$ cat config.mk
export PLATFORM = sky130hd
export DESIGN_NAME = systolic_pe_acc
export DESIGN_NICKNAME = d
export VERILOG_FILES = /design/src/rtl/systolic_pkg.sv /design/src/rtl/pe_sat_add.sv /design/src/rtl/systolic_pe_acc.sv
export SDC_FILE = /design/constraint.sdc
export NUM_CORES = 1
export LEC_CHECK = 0
export CORE_MARGIN = 2
export CORE_UTILIZATION = 55
export CTS_CLUSTER_SIZE = 40
export DETAILED_ROUTE_END_ITERATION = 10
export PLACE_DENSITY_LB_ADDON = 0.12
export SKIP_CTS_REPAIR_TIMING = 1
export SLEW_MARGIN = 20
export SYNTH_ARGS = -nofsm -noshare
export SYNTH_HDL_FRONTEND = slang
export SYNTH_HIERARCHICAL = 1
export SYNTH_SLANG_ARGS = --single-unit
$ cat constraint.sdc
create_clock -name clk_i -period 15.2 [get_ports clk_i]
set_input_delay 3.04 -clock clk_i [delete_from_list [all_inputs] [get_ports clk_i]]
set_output_delay 3.04 -clock clk_i [all_outputs]
set_load 0.03 [all_outputs]
$ cat src/rtl/systolic_pkg.sv
// Shared definitions for the systolic array blocks: arithmetic mode
// constants, accumulator range helpers and the width-check macro.

`ifndef SYSTOLIC_PKG_SV
`define SYSTOLIC_PKG_SV

// Elaboration-time guard; expands to a generate block that only exists
// (and errors out) when the condition does not hold.
`define SYSTOLIC_WIDTH_CHECK(COND, MSG) \
   if (!(COND)) begin : g_width_check_fail \
      $error(MSG); \
   end

package systolic_pkg;

   // Arithmetic mode selectors
   localparam bit MODE_SIGNED   = 1'b1;
   localparam bit MODE_UNSIGNED = 1'b0;
   localparam bit MODE_SAT      = 1'b1;
   localparam bit MODE_WRAP     = 1'b0;

   // Widest accumulator the helpers can describe; callers slice the result
   localparam int ACC_MAX_W = 128;

   // Largest two's-complement value of a w-bit accumulator
   function automatic logic [ACC_MAX_W-1:0] acc_max_s(input int w);
      logic [ACC_MAX_W-1:0] r;
      r = '0;
      for (int i = 0; i < w - 1; i++) r[i] = 1'b1;
      return r;
   endfunction

   // Most negative two's-complement value of a w-bit accumulator
   function automatic logic [ACC_MAX_W-1:0] acc_min_s(input int w);
      logic [ACC_MAX_W-1:0] r;
      r = '0;
      r[w-1] = 1'b1;
      return r;
   endfunction

   // Largest unsigned value of a w-bit accumulator
   function automatic logic [ACC_MAX_W-1:0] acc_max_u(input int w);
      logic [ACC_MAX_W-1:0] r;
      r = '0;
      for (int i = 0; i < w; i++) r[i] = 1'b1;
      return r;
   endfunction

   // Smallest unsigned value (zero) of a w-bit accumulator
   function automatic logic [ACC_MAX_W-1:0] acc_min_u(input int w);
      logic [ACC_MAX_W-1:0] r;
      r = '0;
      r[w-1] = 1'b0;
      return r;
   endfunction

endpackage

`endif

$ cat src/rtl/pe_sat_add.sv
// Combinational accumulator adder with overflow detection and optional
// clamping to the representable accumulator range.

module pe_sat_add
   import systolic_pkg::*;
#(
   parameter int ACC_W    = 40,
   parameter bit SIGNED   = MODE_SIGNED,
   parameter bit SATURATE = MODE_SAT
) (
   input  logic [ACC_W-1:0] acc,
   input  logic [ACC_W-1:0] ext_prod,
   output logic [ACC_W-1:0] sum,
   output logic             overflow
);

   localparam logic [ACC_MAX_W-1:0] MAX_WIDE = SIGNED ? acc_max_s(ACC_W) : acc_max_u(ACC_W);
   localparam logic [ACC_MAX_W-1:0] MIN_WIDE = SIGNED ? acc_min_s(ACC_W) : acc_min_u(ACC_W);
   localparam logic [ACC_W-1:0]     ACC_MAX  = MAX_WIDE[ACC_W-1:0];
   localparam logic [ACC_W-1:0]     ACC_MIN  = MIN_WIDE[ACC_W-1:0];

   logic             acc_top;
   logic             prod_top;
   logic [ACC_W:0]   sum_wide;

   // One extra bit: sign extension in signed mode, carry-out in unsigned mode.
   // In signed mode the top bit is the true sign of the exact sum, so a
   // disagreement with bit ACC_W-1 is the same as "equal operand signs,
   // different result sign".
   assign acc_top  = SIGNED ? acc[ACC_W-1]      : 1'b0;
   assign prod_top = SIGNED ? ext_prod[ACC_W-1] : 1'b0;
   assign sum_wide = {acc_top, acc} + {prod_top, ext_prod};
   assign overflow = SIGNED ? (sum_wide[ACC_W] ^ sum_wide[ACC_W-1]) : sum_wide[ACC_W];

   // Pick the wrapped sum or the clamp value in the direction of the overflow
   always_comb begin
      sum = sum_wide[ACC_W-1:0];
      if (SATURATE && overflow) begin
         if (SIGNED && sum_wide[ACC_W]) sum = ACC_MIN;
         else                           sum = ACC_MAX;
      end
   end

endmodule

$ cat src/rtl/systolic_pe_acc.sv
// Systolic processing element: forwards operands down/right one cycle later,
// multiplies paired valid operands and accumulates them into a tile result
// framed by the last tag.

module systolic_pe_acc
   import systolic_pkg::*;
#(
   parameter int DATA_W   = 16,
   parameter int ACC_W    = 40,
   parameter bit SIGNED   = MODE_SIGNED,
   parameter bit SATURATE = MODE_SAT,
   parameter bit MUL_REG  = 1'b0
) (
   input  logic              clk_i,
   input  logic              rst_ni,
   input  logic [DATA_W-1:0] up_i,
   input  logic              up_valid_i,
   input  logic [DATA_W-1:0] left_i,
   input  logic              left_valid_i,
   input  logic              left_last_i,
   input  logic              clear_i,
   output logic [DATA_W-1:0] down_o,
   output logic              down_valid_o,
   output logic [DATA_W-1:0] right_o,
   output logic              right_valid_o,
   output logic              right_last_o,
   output logic [ACC_W-1:0]  res_o,
   output logic              res_valid_o,
   output logic              ovf_o
);

   localparam int PROD_W = 2 * DATA_W;

   `SYSTOLIC_WIDTH_CHECK(ACC_W >= PROD_W, "systolic_pe_acc: ACC_W must be at least 2*DATA_W")

   logic              fire;
   logic [ACC_W-1:0]  prod_ext;
   logic [ACC_W-1:0]  acc_prod;
   logic              acc_fire;
   logic              acc_last;
   logic [ACC_W-1:0]  acc_q;
   logic              ovf_sticky_q;
   logic [ACC_W-1:0]  sum;
   logic              overflow;

   assign fire = up_valid_i & left_valid_i;

   // Full-width product, extended to the accumulator width per signedness
   if (SIGNED) begin : g_mul_signed
      logic signed [PROD_W-1:0] a_s;
      logic signed [PROD_W-1:0] b_s;
      logic signed [PROD_W-1:0] p_s;
      assign a_s      = PROD_W'($signed(up_i));
      assign b_s      = PROD_W'($signed(left_i));
      assign p_s      = a_s * b_s;
      assign prod_ext = ACC_W'(p_s);
   end else begin : g_mul_unsigned
      logic [PROD_W-1:0] a_u;
      logic [PROD_W-1:0] b_u;
      logic [PROD_W-1:0] p_u;
      assign a_u      = PROD_W'(up_i);
      assign b_u      = PROD_W'(left_i);
      assign p_u      = a_u * b_u;
      assign prod_ext = ACC_W'(p_u);
   end

   // Optional product pipeline stage; clear drops the beat held in it
   if (MUL_REG) begin : g_mul_reg
      logic [ACC_W-1:0] prod_q;
      logic             fire_q;
      logic             last_q;

      // Register product and its fire/last qualifiers
      always_ff @(posedge clk_i) begin
         if (!rst_ni) begin
            prod_q <= '0;
            fire_q <= 1'b0;
            last_q <= 1'b0;
         end else if (clear_i) begin
            prod_q <= prod_ext;
            fire_q <= 1'b0;
            last_q <= 1'b0;
         end else begin
            prod_q <= prod_ext;
            fire_q <= fire;
            last_q <= left_last_i;
         end
      end

      assign acc_prod = prod_q;
      assign acc_fire = fire_q;
      assign acc_last = last_q;
   end else begin : g_mul_comb
      assign acc_prod = prod_ext;
      assign acc_fire = fire;
      assign acc_last = left_last_i;
   end

   pe_sat_add #(
      .ACC_W    (ACC_W),
      .SIGNED   (SIGNED),
      .SATURATE (SATURATE)
   ) u_sat_add (
      .acc      (acc_q),
      .ext_prod (acc_prod),
      .sum      (sum),
      .overflow (overflow)
   );

   // Operand forwarding; data outputs only move on a valid beat
   always_ff @(posedge clk_i) begin
      if (!rst_ni) begin
         down_o        <= '0;
         down_valid_o  <= 1'b0;
         right_o       <= '0;
         right_valid_o <= 1'b0;
         right_last_o  <= 1'b0;
      end else begin
         down_valid_o  <= up_valid_i;
         right_valid_o <= left_valid_i;
         right_last_o  <= left_last_i;
         if (up_valid_i)   down_o  <= up_i;
         if (left_valid_i) right_o <= left_i;
      end
   end

   // Accumulate, complete tiles and publish results; clear aborts the tile
   always_ff @(posedge clk_i) begin
      if (!rst_ni) begin
         acc_q        <= '0;
         ovf_sticky_q <= 1'b0;
         res_o        <= '0;
         res_valid_o  <= 1'b0;
         ovf_o        <= 1'b0;
      end else if (clear_i) begin
         acc_q        <= '0;
         ovf_sticky_q <= 1'b0;
         res_valid_o  <= 1'b0;
      end else begin
         res_valid_o <= 1'b0;
         if (acc_fire) begin
            if (acc_last) begin
               res_o        <= sum;
               res_valid_o  <= 1'b1;
               ovf_o        <= ovf_sticky_q | overflow;
               acc_q        <= '0;
               ovf_sticky_q <= 1'b0;
            end else begin
               acc_q        <= sum;
               ovf_sticky_q <= ovf_sticky_q | overflow;
            end
         end
      end
   end

endmodule

==> results of run 1 <==
-- per-stage QoR --
step	utilization, %	area (sq um)
6_report	61.6	18800
5_1_grt	61.6	18800
4_1_cts	61.6	18800
3_5_place_dp	59.9	18200
3_3_place_gp	59.9	18200
2_1_floorplan	-	16900
-- metal layers --
layer  share of wire [%]  wire [um]
met5                   0          0
met4                 2.6       1100
met3                 4.2       1770
met2                  52      21900
met1                  42      17600
-- logic make-up (layout without fill, tap and decap cells) --
group	count (synthesis)	count (layout)	synth area share [%]
and+or+nand+nor	615	615	18.6
DFF	118	118	14.0
muxes	32	32	1.90
AOI/OAI and AO/OA	330	330	12.8
xor gates and xnor gates	66	66	3.53
buffers and inverters	386	450	8.83
adders and majority gates	389	389	40.4
-- Yosys cell counts, drive strengths merged, types with 9 or more instances --
cell    number  area [sq um]
mux2i       32           320
and3        10          65.1
nand2      237           897
a31oi        9          62.6
inv        296          1110
nor2b       36           225
clkbuf      79           299
xnor2       42           368
nor3b       44           330
o211ai       9          77.6
buf         11          82.6
o21bai      12          90.1
a21o        43           325
nor3        13          70.1
nor2        86           339
a21boi      44           330
nand2b      15          93.8
fa         263          5270
o21ai       46           245
xor2        24           229
ha         122          1530
a21oi      122           614
dfxtp      118          2360
and2       133           832
nand3       12          60.1
-- flip-flops by register name, indices dropped and copies added (netlist names) --
name / count
acc_q: 40
res_o: 40
down_o: 16
right_o: 16
down_valid_o: 1
ovf_o: 1
ovf_sticky_q: 1
res_valid_o: 1
right_last_o: 1
right_valid_o: 1
-- cell type report --
class	count	share of cell area, %
Timing Repair Buffer	124	6.46
Inverter	296	5.92
Multi-Input combinational cell	1432	69.6
Clock inverter	7	0.267
Clock buffer	23	2.55
Tap cell	396	2.64
Sequential cell	118	12.6
-- worst max-delay path, delay by kind of cell --
family                     cells  cell delay [ns]
and+or+nand+nor                9             2.32
adders and majority gates      8             4.13
buffers and inverters          4             1.05
xor gates and xnor gates       2             1.18
AOI/OAI and AO/OA              8             1.66
-- worst paths after layout --
kind                                             start                      to  slack, ns
worst min register to register  res_o[11]$_SDFFE_PN0P_  res_o[11]$_SDFFE_PN0P_       0.46
worst max register to register   acc_q[0]$_SDFFE_PP0P_   acc_q[9]$_SDFFE_PP0P_      10.80
worst max-delay path                         left_i[1]  acc_q[33]$_SDFFE_PP0P_       2.18
worst min-delay path            res_o[11]$_SDFFE_PN0P_  res_o[11]$_SDFFE_PN0P_       0.46
==> impl_metrics.json, run 1 <==
{
  "clkSinkCount": 118,
  "cts_buffer_depth": 2,
  "post-route-period-util_pct": 85.7,
  "grt_start_max_net_pins": 81,
  "worst_clock_skew_ns": 0.0238,
  "drc": 0,
  "regArea_sq_um": 2360,
  "cts_root_buf": "sky130_fd_sc_hd__clkbuf_16",
  "drt_iter0_markers": 680,
  "ys.warnings.count": 6,
  "global_route_wire_length_before_repair_um": 68800,
  "result_of_the_run": "finished, final reports clean",
  "numPlacedInstances": 2366,
  "vias": 13300,
  "cp-end-kind": "register",
  "dieWidth_um": 179,
  "core-area_sq_um": 30400,
  "post_synth.cell_area_avg_sq_um": 8.73,
  "syn-cell-area_sq_um": 16900,
  "netlist_instances": 1936,
  "critical_path_peak_fanout": 34,
  "syn_nets": 2359,
  "initial_antenna_violation_count": 0,
  "layout_common_cells": "296 x sky130_fd_sc_hd__inv_1, 263 x sky130_fd_sc_hd__fa_1, 235 x sky130_fd_sc_hd__nand2_1, 133 x sky130_fd_sc_hd__and2_1, 122 x sky130_fd_sc_hd__ha_1",
  "globalRouteMet1Util_pct": 34.6,
  "start_util_pct": 55.5,
  "synth.distinct_cells": 79,
  "clock_tree_from_tritoncts": "done",
  "groute.layer.met3.usage_pct": 4.20,
  "insertion_delay_ns": 0.45,
  "relSlewSlack_pct": 36.3,
  "placement.io_buffers": 114,
  "drt_first_pass_iters": 5,
  "setup_viols_final": 0,
  "antenna_cells": 0,
  "die-area_sq_um": 32100,
  "min_tclk_post_route_ns": 13.02,
  "worst_hold_slack_ns": 0.465,
  "maxClockFrequency_ghz": 0.0768,
  "final_common_cell": "sky130_fd_sc_hd__inv_1",
  "yosysSeqAreaShare_pct": 14.0,
  "timing_max_transition_violations_final": 0,
  "final_layout_size_suffix_gt1_share_pct": 3.10,
  "synth-edff-count": 0,
  "timing.final.ws_setup_ns": 2.18,
  "worstPathArrival_ns": 13.38,
  "max_cap_violations": 0,
  "hold_viol_final": 0,
  "drt_wl_total_um": 42400,
  "vias_per_cell": 5.57,
  "grt_use_total_pct": 27.5,
  "placement_rows": 64,
  "first_global_vias": 13900,
  "worst_path_largest_cell_delay_ns": 0.83,
  "remaining_antenna_violation_count": 0,
  "grtUsageMet2_pct": 49.0,
  "layout-area-overhead-vs-synth_pct": 11.0,
  "layout.cells.non_filler": 2396,
  "fp.dieH_um": 179,
  "ys_ff_latch": 118,
  "critPathMostFrequentCell": "sky130_fd_sc_hd__fa_1",
  "multi_input_area_sq_um": 13100,
  "gp_routability_congestion": 0.911,
  "worstPathRequired_ns": 15.56,
  "whs_path_depth": 2,
  "final.setup.tns_ns": 0,
  "io_pins": 115,
  "gr-total-overflow": 0,
  "r2r.worst_path.cells": 14,
  "postSynth.asyncResetShare_pct": 0,
  "kind_of_path_behind_the_tightest_hold_check": "reg -> reg",
  "worstSetupPathType": "in -> reg",
  "synth_top_flop_cell": "sky130_fd_sc_hd__dfxtp_1",
  "cts.clk_slew.worst_paths_ns": 0.05,
  "crit_path_top_delay_cell": "sky130_fd_sc_hd__clkdlybuf4s50_1",
  "detail_route.wl_per_cell_um": 17.7,
  "layout.nets": 2412,
  "clock_buffers_created_by_tritoncts": 17,
  "grt_setup_unrepaired": "no",
  "num-fill-cells": 2748,
  "worst-slew-pin-transition_ns": 0.953,
  "cts_htree_levels": 4,
  "critical_path.startpoint_type": "input pin",
  "hpwlAfterDp_um": 32900,
  "dp_worst_setup_slack_ns": 1.81,
  "busiest_layer": "met2"
}
Power of run 1 is not shown: default switching activity piles up to over one toggle a cycle in this logic, so the estimate is an artifact.
==> inputs of run 2 (changes only) <==
--- a/config.mk
+++ b/config.mk
@@ -5,7 +5,7 @@
 export SDC_FILE = /design/constraint.sdc
 export NUM_CORES = 1
 export LEC_CHECK = 0
-export CORE_MARGIN = 2
+export CORE_MARGIN = 10
 export CORE_UTILIZATION = 55
 export CTS_CLUSTER_SIZE = 40
 export DETAILED_ROUTE_END_ITERATION = 10
@@ -14,5 +14,4 @@
 export SLEW_MARGIN = 20
 export SYNTH_ARGS = -nofsm -noshare
 export SYNTH_HDL_FRONTEND = slang
-export SYNTH_HIERARCHICAL = 1
 export SYNTH_SLANG_ARGS = --single-unit
==> run 2 against run 1 <==
  * Die area up 20%
  * Wire length is 2.5% higher
  * Largest cell class unchanged
  * Global-route usage fell by 4.0 points
  * Critical path depth is 6 lower
==> impl_metrics.json, run 2 <==
{
  "post_synth.cell_area_avg_sq_um": 9.14,
  "vias": 12600,
  "worstPathArrival_ns": 11.31,
  "postSynth.asyncResetShare_pct": 0,
  "hold_path.startpoint": "res_o[35]$_SDFFE_PN0P_",
  "drt_first_pass_iters": 5,
  "insertion_delay_ns": 0.43,
  "cts_htree_levels": 4,
  "detail_route.wl_per_cell_um": 18.3,
  "hold_viol_final": 0,
  "layout.nets": 2450,
  "placement.io_buffers": 114,
  "relSlewSlack_pct": 35.2,
  "drt_wl_total_um": 43400,
  "gr-total-overflow": 0,
  "worst_path_largest_cell_delay_ns": 0.77,
  "clkSinkCount": 118,
  "die-area_sq_um": 38700,
  "regArea_sq_um": 2360,
  "synth-edff-count": 0,
  "worstPathRequired_ns": 15.54,
  "vias_per_cell": 5.34,
  "worst_r2r_endpoint": "res_o[38]$_SDFFE_PN0P_",
  "placement_rows": 64,
  "timing_max_transition_violations_final": 0,
  "syn_nets": 2371,
  "crit_buf_inv": 8,
  "critical_path.startpoint_type": "input pin",
  "max_cap_violations": 0,
  "worst-slew-pin-transition_ns": 0.969,
  "grt_start_max_net_pins": 57,
  "global_route_wire_length_before_repair_um": 72900,
  "critical_path_peak_fanout": 25,
  "netlist_instances": 1881,
  "drc": 0,
  "drt_iter0_markers": 645,
  "cp-end-kind": "register",
  "ys.warnings.count": 0,
  "whs_path_depth": 2,
  "timing.critical_path.from": "up_i[15]",
  "initial_antenna_violation_count": 1,
  "layout_common_cells": "427 x sky130_fd_sc_hd__inv_1, 334 x sky130_fd_sc_hd__fa_1, 213 x sky130_fd_sc_hd__nand2_1",
  "hpwlAfterDp_um": 35400,
  "path_delay_family": "adder cells",
  "io_pins": 115,
  "worstSetupPathType": "in -> reg",
  "worst_clock_skew_ns": 0.0146,
  "synth.area.top_cells": "sky130_fd_sc_hd__fa_1 39%, sky130_fd_sc_hd__dfxtp_1 14%, sky130_fd_sc_hd__inv_1 9.3%",
  "reg_top3": "acc_q x40, res_o x40",
  "layout-area-overhead-vs-synth_pct": 11.9,
  "min_tclk_post_route_ns": 10.96,
  "maxClockFrequency_ghz": 0.0912,
  "final_util_pct": 62.6,
  "yosysSeqAreaShare_pct": 13.7,
  "r2r.worst_path.cells": 19,
  "cts_root_buf": "sky130_fd_sc_hd__clkbuf_16",
  "post-route-period-util_pct": 72.1,
  "r2r_slack_ns": 9.07,
  "post-synth-top-area-cell": "sky130_fd_sc_hd__fa_1",
  "yosysMostFrequentCell": "sky130_fd_sc_hd__inv_1",
  "critPathMostFrequentCell": "sky130_fd_sc_hd__fa_1",
  "first_global_vias": 13300,
  "holdPathEnd": "res_o[35]$_SDFFE_PN0P_",
  "crit_path_top_delay_cell": "sky130_fd_sc_hd__clkdlybuf4s50_1",
  "final.setup.tns_ns": 0,
  "grt_use_total_pct": 23.5,
  "multi_input_area_sq_um": 12900,
  "cts_buffer_depth": 2,
  "synth_top_cell_area_share_pct": 38.9,
  "grt_setup_unrepaired": "no",
  "fp.dieH_um": 197,
  "ys_ff_latch": 118,
  "result_of_the_run": "finished, final reports clean",
  "syn-cell-area_sq_um": 17200,
  "dieWidth_um": 197,
  "final_layout_size_suffix_gt1_share_pct": 4.05,
  "gp_routability_congestion": 0.877,
  "cts.clk_slew.worst_paths_ns": 0.06,
  "synth.distinct_cells": 69,
  "kind_of_path_behind_the_tightest_hold_check": "reg -> reg",
  "remaining_antenna_violation_count": 0,
  "num-fill-cells": 2666,
  "core-area_sq_um": 30700,
  "regToRegStartpoint": "acc_q[10]$_SDFFE_PP0P_",
  "synth_top_flop_cell": "sky130_fd_sc_hd__dfxtp_1",
  "netlist_top_cells_count": "427 x sky130_fd_sc_hd__inv_1, 334 x sky130_fd_sc_hd__fa_1, 213 x sky130_fd_sc_hd__nand2_1",
  "clock_buffers_created_by_tritoncts": 17,
  "clock_tree_from_tritoncts": "done",
  "final_common_cell": "sky130_fd_sc_hd__inv_1",
  "setup_viols_final": 0,
  "start_util_pct": 55.9
}
==> run 2: changes by cell type in the layout (fill, tap and decap cells not counted), moves of 15 or more <==
| cell | before | now |
|---|---|---|
| sky130_fd_sc_hd__o21ai_0 | 37 | 72 |
| sky130_fd_sc_hd__a21oi_1 | 121 | 55 |
| sky130_fd_sc_hd__a21o_1 | 41 | 17 |
| sky130_fd_sc_hd__and2_1 | 133 | 118 |
| sky130_fd_sc_hd__a22o_1 | 0 | 26 |
| sky130_fd_sc_hd__xnor2_1 | 42 | 17 |
| sky130_fd_sc_hd__fa_1 | 263 | 334 |
| sky130_fd_sc_hd__nand2_1 | 235 | 213 |
| sky130_fd_sc_hd__nor3b_1 | 44 | 2 |
| sky130_fd_sc_hd__inv_1 | 296 | 427 |
| sky130_fd_sc_hd__nor2_1 | 84 | 61 |
| sky130_fd_sc_hd__a21boi_0 | 43 | 3 |
==> run 2: worst max path at each step <==
stage                                     end  slack [ns]  cells after the start
floorplan           ovf_sticky_q$_SDFFE_PP0P_        5.39                     25
global placement       res_o[38]$_SDFFE_PN0P_        3.70                     24
detailed placement     acc_q[34]$_SDFFE_PP0P_        3.51                     24
CTS                    res_o[38]$_SDFFE_PN0P_        3.93                     24
global route            acc_q[9]$_SDFFE_PP0P_        3.68                     21
finish                 res_o[38]$_SDFFE_PN0P_        4.24                     25
==> run 2: final cells by class <==
cell class              count  area share (%)
clock inverters            14           0.663
diodes                      1          0.0130
well taps                 396            2.57
flip-flops and latches    118            12.3
repair buffers            136            6.82
clock buffers              18            2.23
inverters                 427            8.33
multi-input cells        1260            67.1
==> run 2: worst reg2reg max path, stage by stage, from the launching register on <==
cell and delay (ns):
sky130_fd_sc_hd__dfxtp_1 0.43, sky130_fd_sc_hd__ha_1 0.28, sky130_fd_sc_hd__fa_1 0.45, sky130_fd_sc_hd__fa_1 0.52
sky130_fd_sc_hd__fa_1 0.57, sky130_fd_sc_hd__inv_1 0.06, sky130_fd_sc_hd__fa_1 0.49, sky130_fd_sc_hd__inv_1 0.05
sky130_fd_sc_hd__ha_1 0.41, sky130_fd_sc_hd__nand3_2 0.15, sky130_fd_sc_hd__nor4b_2 0.42, sky130_fd_sc_hd__nor4_1 0.16
sky130_fd_sc_hd__o21a_1 0.27, sky130_fd_sc_hd__a21o_2 0.26, sky130_fd_sc_hd__a211oi_4 0.21, sky130_fd_sc_hd__buf_4 0.34
sky130_fd_sc_hd__nor4_4 0.13, sky130_fd_sc_hd__clkbuf_8 0.24, sky130_fd_sc_hd__o41ai_1 0.43, sky130_fd_sc_hd__a211oi_1 0.13
==> run 2: kinds of logic (layout without fill, tap and decap cells) <==
family | Yosys count | after routing | synth area share (%)
buf+inv | 503 | 595 | 11.2
simple gates | 487 | 487 | 14.0
fa+ha+maj | 469 | 469 | 48.5
compound gates | 239 | 239 | 9.07
flops | 118 | 118 | 13.7
xor+xnor | 33 | 33 | 1.68
mux | 32 | 32 | 1.86
other cells | 0 | 1 | 0
==> run 2: routing by layer <==
layer	up-vias	GRT usage, %	share of wire (%)	wire length [um]
met1	6320	33.8	47	20300
met4	0	5.50	1.7	731
met2	389	36.3	45	19500
met3	49	4.28	6.6	2880
li1	5886	-	-	-
met5	-	0	0	0
==> run 2: through the flow <==
stage | setup WS [ns] | hold WS, ns | std cells | cell area (sq um)
after floorplan | 5.39 | 0.430 | 1881 | 17200
after global placement | 3.70 | 0.437 | 2336 | 18700
after detailed placement | 3.51 | 0.447 | 2336 | 18700
after CTS | 3.93 | 0.465 | 2368 | 19200
after global routing | 3.68 | 0.483 | 2369 | 19200
final | 4.24 | 0.462 | 2370 | 19200
Power of run 2 is left out for the same reason.
==> inputs of run 3 (changes only) <==
==> constraint.sdc (replaced) <==
create_clock -name clk_i -period 9.35 [get_ports clk_i]
set_input_delay 1.87 -clock clk_i [delete_from_list [all_inputs] [get_ports clk_i]]
set_output_delay 1.87 -clock clk_i [all_outputs]
set_load 0.03 [all_outputs]
==> run 3 against run 2 <==
  * First-iteration DRC count is 33% higher
  * Design area is 2.3% higher
  * Register-to-register slack got worse by 5.6 ns
==> impl_metrics.json, run 3 (synthesis gave the netlist of run 2 again) <==
{
  "result_of_the_run": "finished, final reports clean",
  "initial_antenna_violation_count": 2,
  "path_delay_family": "adder cells",
  "dp_worst_setup_slack_ns": 0.00356,
  "worst_path_largest_cell_delay_ns": 0.63,
  "clock_buffers_created_by_tritoncts": 17,
  "critPathCapture": "acc_q[6]$_SDFFE_PP0P_",
  "remaining_antenna_violation_count": 0,
  "post-route-period-util_pct": 95.7,
  "cts.clk_slew.worst_paths_ns": 0.06,
  "hold_viol_final": 0,
  "fp.dieH_um": 197,
  "placement_rows": 64,
  "max_cap_violations": 0,
  "worstSetupPathType": "in -> reg",
  "hpwlAfterDp_um": 38600,
  "io_pins": 115,
  "finish.instance_area_sq_um": 19700,
  "global_route_wire_length_before_repair_um": 75900,
  "drt_iter0_markers": 857,
  "cts_root_buf": "sky130_fd_sc_hd__clkbuf_16",
  "relSlewSlack_pct": 34.2,
  "critical_path_peak_fanout": 22,
  "final_common_cell": "sky130_fd_sc_hd__inv_1",
  "timing_max_transition_violations_final": 0,
  "detail_route.wl_per_cell_um": 18.8,
  "cts_buffer_depth": 2,
  "worst_clock_skew_ns": 0.0143,
  "first_global_vias": 14100,
  "r2r_slack_ns": 3.45,
  "timing.final.ws_setup_ns": 0.405,
  "postPlaceCellArea_sq_um": 19000,
  "layout.nets": 2498,
  "drc": 0,
  "die-area_sq_um": 38700,
  "gr-total-overflow": 0,
  "crit_path_top_delay_cell": "sky130_fd_sc_hd__clkdlybuf4s50_1",
  "grt_use_total_pct": 24.8,
  "crit_buf_inv": 10,
  "min_tclk_post_route_ns": 8.95,
  "insertion_delay_ns": 0.44,
  "regToRegStartpoint": "acc_q[11]$_SDFFE_PP0P_",
  "kind_of_path_behind_the_tightest_hold_check": "reg -> reg",
  "antenna_cells": 0,
  "worstPathRequired_ns": 9.67,
  "worst_r2r_endpoint": "acc_q[6]$_SDFFE_PP0P_",
  "grt_start_max_net_pins": 57,
  "worstPathArrival_ns": 9.27,
  "vias_per_cell": 5.31,
  "dieWidth_um": 197,
  "layout-area-overhead-vs-synth_pct": 14.5,
  "clock_tree_from_tritoncts": "done",
  "cts_htree_levels": 4,
  "critical_path.startpoint_type": "input pin",
  "r2r.worst_path.cells": 18,
  "placement.io_buffers": 114,
  "layout_common_cells": "427 x sky130_fd_sc_hd__inv_1, 333 x sky130_fd_sc_hd__fa_1, 213 x sky130_fd_sc_hd__nand2_1",
  "grt_setup_unrepaired": "no",
  "timing.critical_path.from": "left_i[4]",
  "start_util_pct": 55.9,
  "worst-slew-pin-transition_ns": 0.985,
  "cp_num_cells": 26,
  "gp_routability_congestion": 0.918,
  "vias": 12800,
  "clkSinkCount": 118,
  "reg_top3": "acc_q x40, res_o x40",
  "drt_first_pass_iters": 6,
  "cp-end-kind": "register",
  "drt_wl_total_um": 45400,
  "core-area_sq_um": 30700,
  "final_layout_size_suffix_gt1_share_pct": 6.43,
  "maxClockFrequency_ghz": 0.112,
  "setup_viols_final": 0
}
-- run 3: changes by cell type in the layout (fill, tap and decap cells not counted) --
| cell | delta |
|---|---|
| sky130_fd_sc_hd__fa_1 | -1 |
| sky130_fd_sc_hd__clkbuf_1 | -1 |
| sky130_fd_sc_hd__bufinv_16 | +3 |
| sky130_fd_sc_hd__inv_8 | +1 |
| sky130_fd_sc_hd__diode_2 | -1 |
| sky130_fd_sc_hd__inv_6 | -1 |
| sky130_fd_sc_hd__buf_4 | +49 |
| sky130_fd_sc_hd__clkinvlp_4 | -4 |
| sky130_fd_sc_hd__clkinv_4 | +1 |
| sky130_fd_sc_hd__fa_2 | +1 |
-- run 3: final cells by class --
cell class,count,area (sq um)
fillers,2644,11100
clock inverters,14,199
well taps,396,495
inverters,427,1600
multi-input cells,1260,12900
flip-flops and latches,118,2360
repair buffers,184,1670
clock buffers,18,439
-- run 3: how the worst min path moves through the flow --
stage / slack (ns) / cells past startpoint / from / to
detailed placement: 0.45 / 2 / res_o[35]$_SDFFE_PN0P_ / res_o[35]$_SDFFE_PN0P_
finish: 0.45 / 2 / res_o[35]$_SDFFE_PN0P_ / res_o[35]$_SDFFE_PN0P_
floorplan: 0.43 / 2 / acc_q[29]$_SDFFE_PP0P_ / acc_q[29]$_SDFFE_PP0P_
global route: 0.49 / 2 / res_o[26]$_SDFFE_PN0P_ / res_o[26]$_SDFFE_PN0P_
global placement: 0.44 / 2 / res_o[35]$_SDFFE_PN0P_ / res_o[35]$_SDFFE_PN0P_
CTS: 0.46 / 2 / res_o[35]$_SDFFE_PN0P_ / res_o[35]$_SDFFE_PN0P_
-- run 3: per-stage QoR --
step / utilization [%] / TNS [ns] / hold WS (ns) / cells
3_3_place_gp: 61.9 / -0.883 / 0.437 / 2385
3_5_place_dp: 61.9 / 0 / 0.445 / 2385
4_1_cts: 64.0 / 0 / 0.455 / 2417
5_1_grt: 64.0 / 0 / 0.488 / 2417
2_1_floorplan: - / 0 / 0.430 / 1881
6_report: 64.0 / 0 / 0.452 / 2417
-- run 3: worst reg2reg max path, stage by stage (launching register included) --
cell and delay (ns):
sky130_fd_sc_hd__dfxtp_1 0.41, sky130_fd_sc_hd__ha_1 0.28, sky130_fd_sc_hd__fa_1 0.54, sky130_fd_sc_hd__fa_1 0.45, sky130_fd_sc_hd__fa_1 0.55, sky130_fd_sc_hd__inv_1 0.06
sky130_fd_sc_hd__fa_1 0.48, sky130_fd_sc_hd__inv_1 0.05, sky130_fd_sc_hd__ha_1 0.41, sky130_fd_sc_hd__nand3_2 0.17, sky130_fd_sc_hd__nor4b_2 0.49, sky130_fd_sc_hd__nor4_1 0.20
sky130_fd_sc_hd__o21a_1 0.27, sky130_fd_sc_hd__a21o_2 0.26, sky130_fd_sc_hd__a211oi_4 0.33, sky130_fd_sc_hd__buf_4 0.34, sky130_fd_sc_hd__a21oi_2 0.10, sky130_fd_sc_hd__buf_4 0.21
sky130_fd_sc_hd__a22o_1 0.20
-- run 3: metal layers --
layer	part of all wire [%]	vias up	global-route usage [%]
met2	45	346	38.8
li1	-	5981	-
met1	46	6444	33.9
met4	2.1	0	6.66
met3	6.9	60	5.98
met5	0	-	0
Power of run 3 is left out for the same reason.
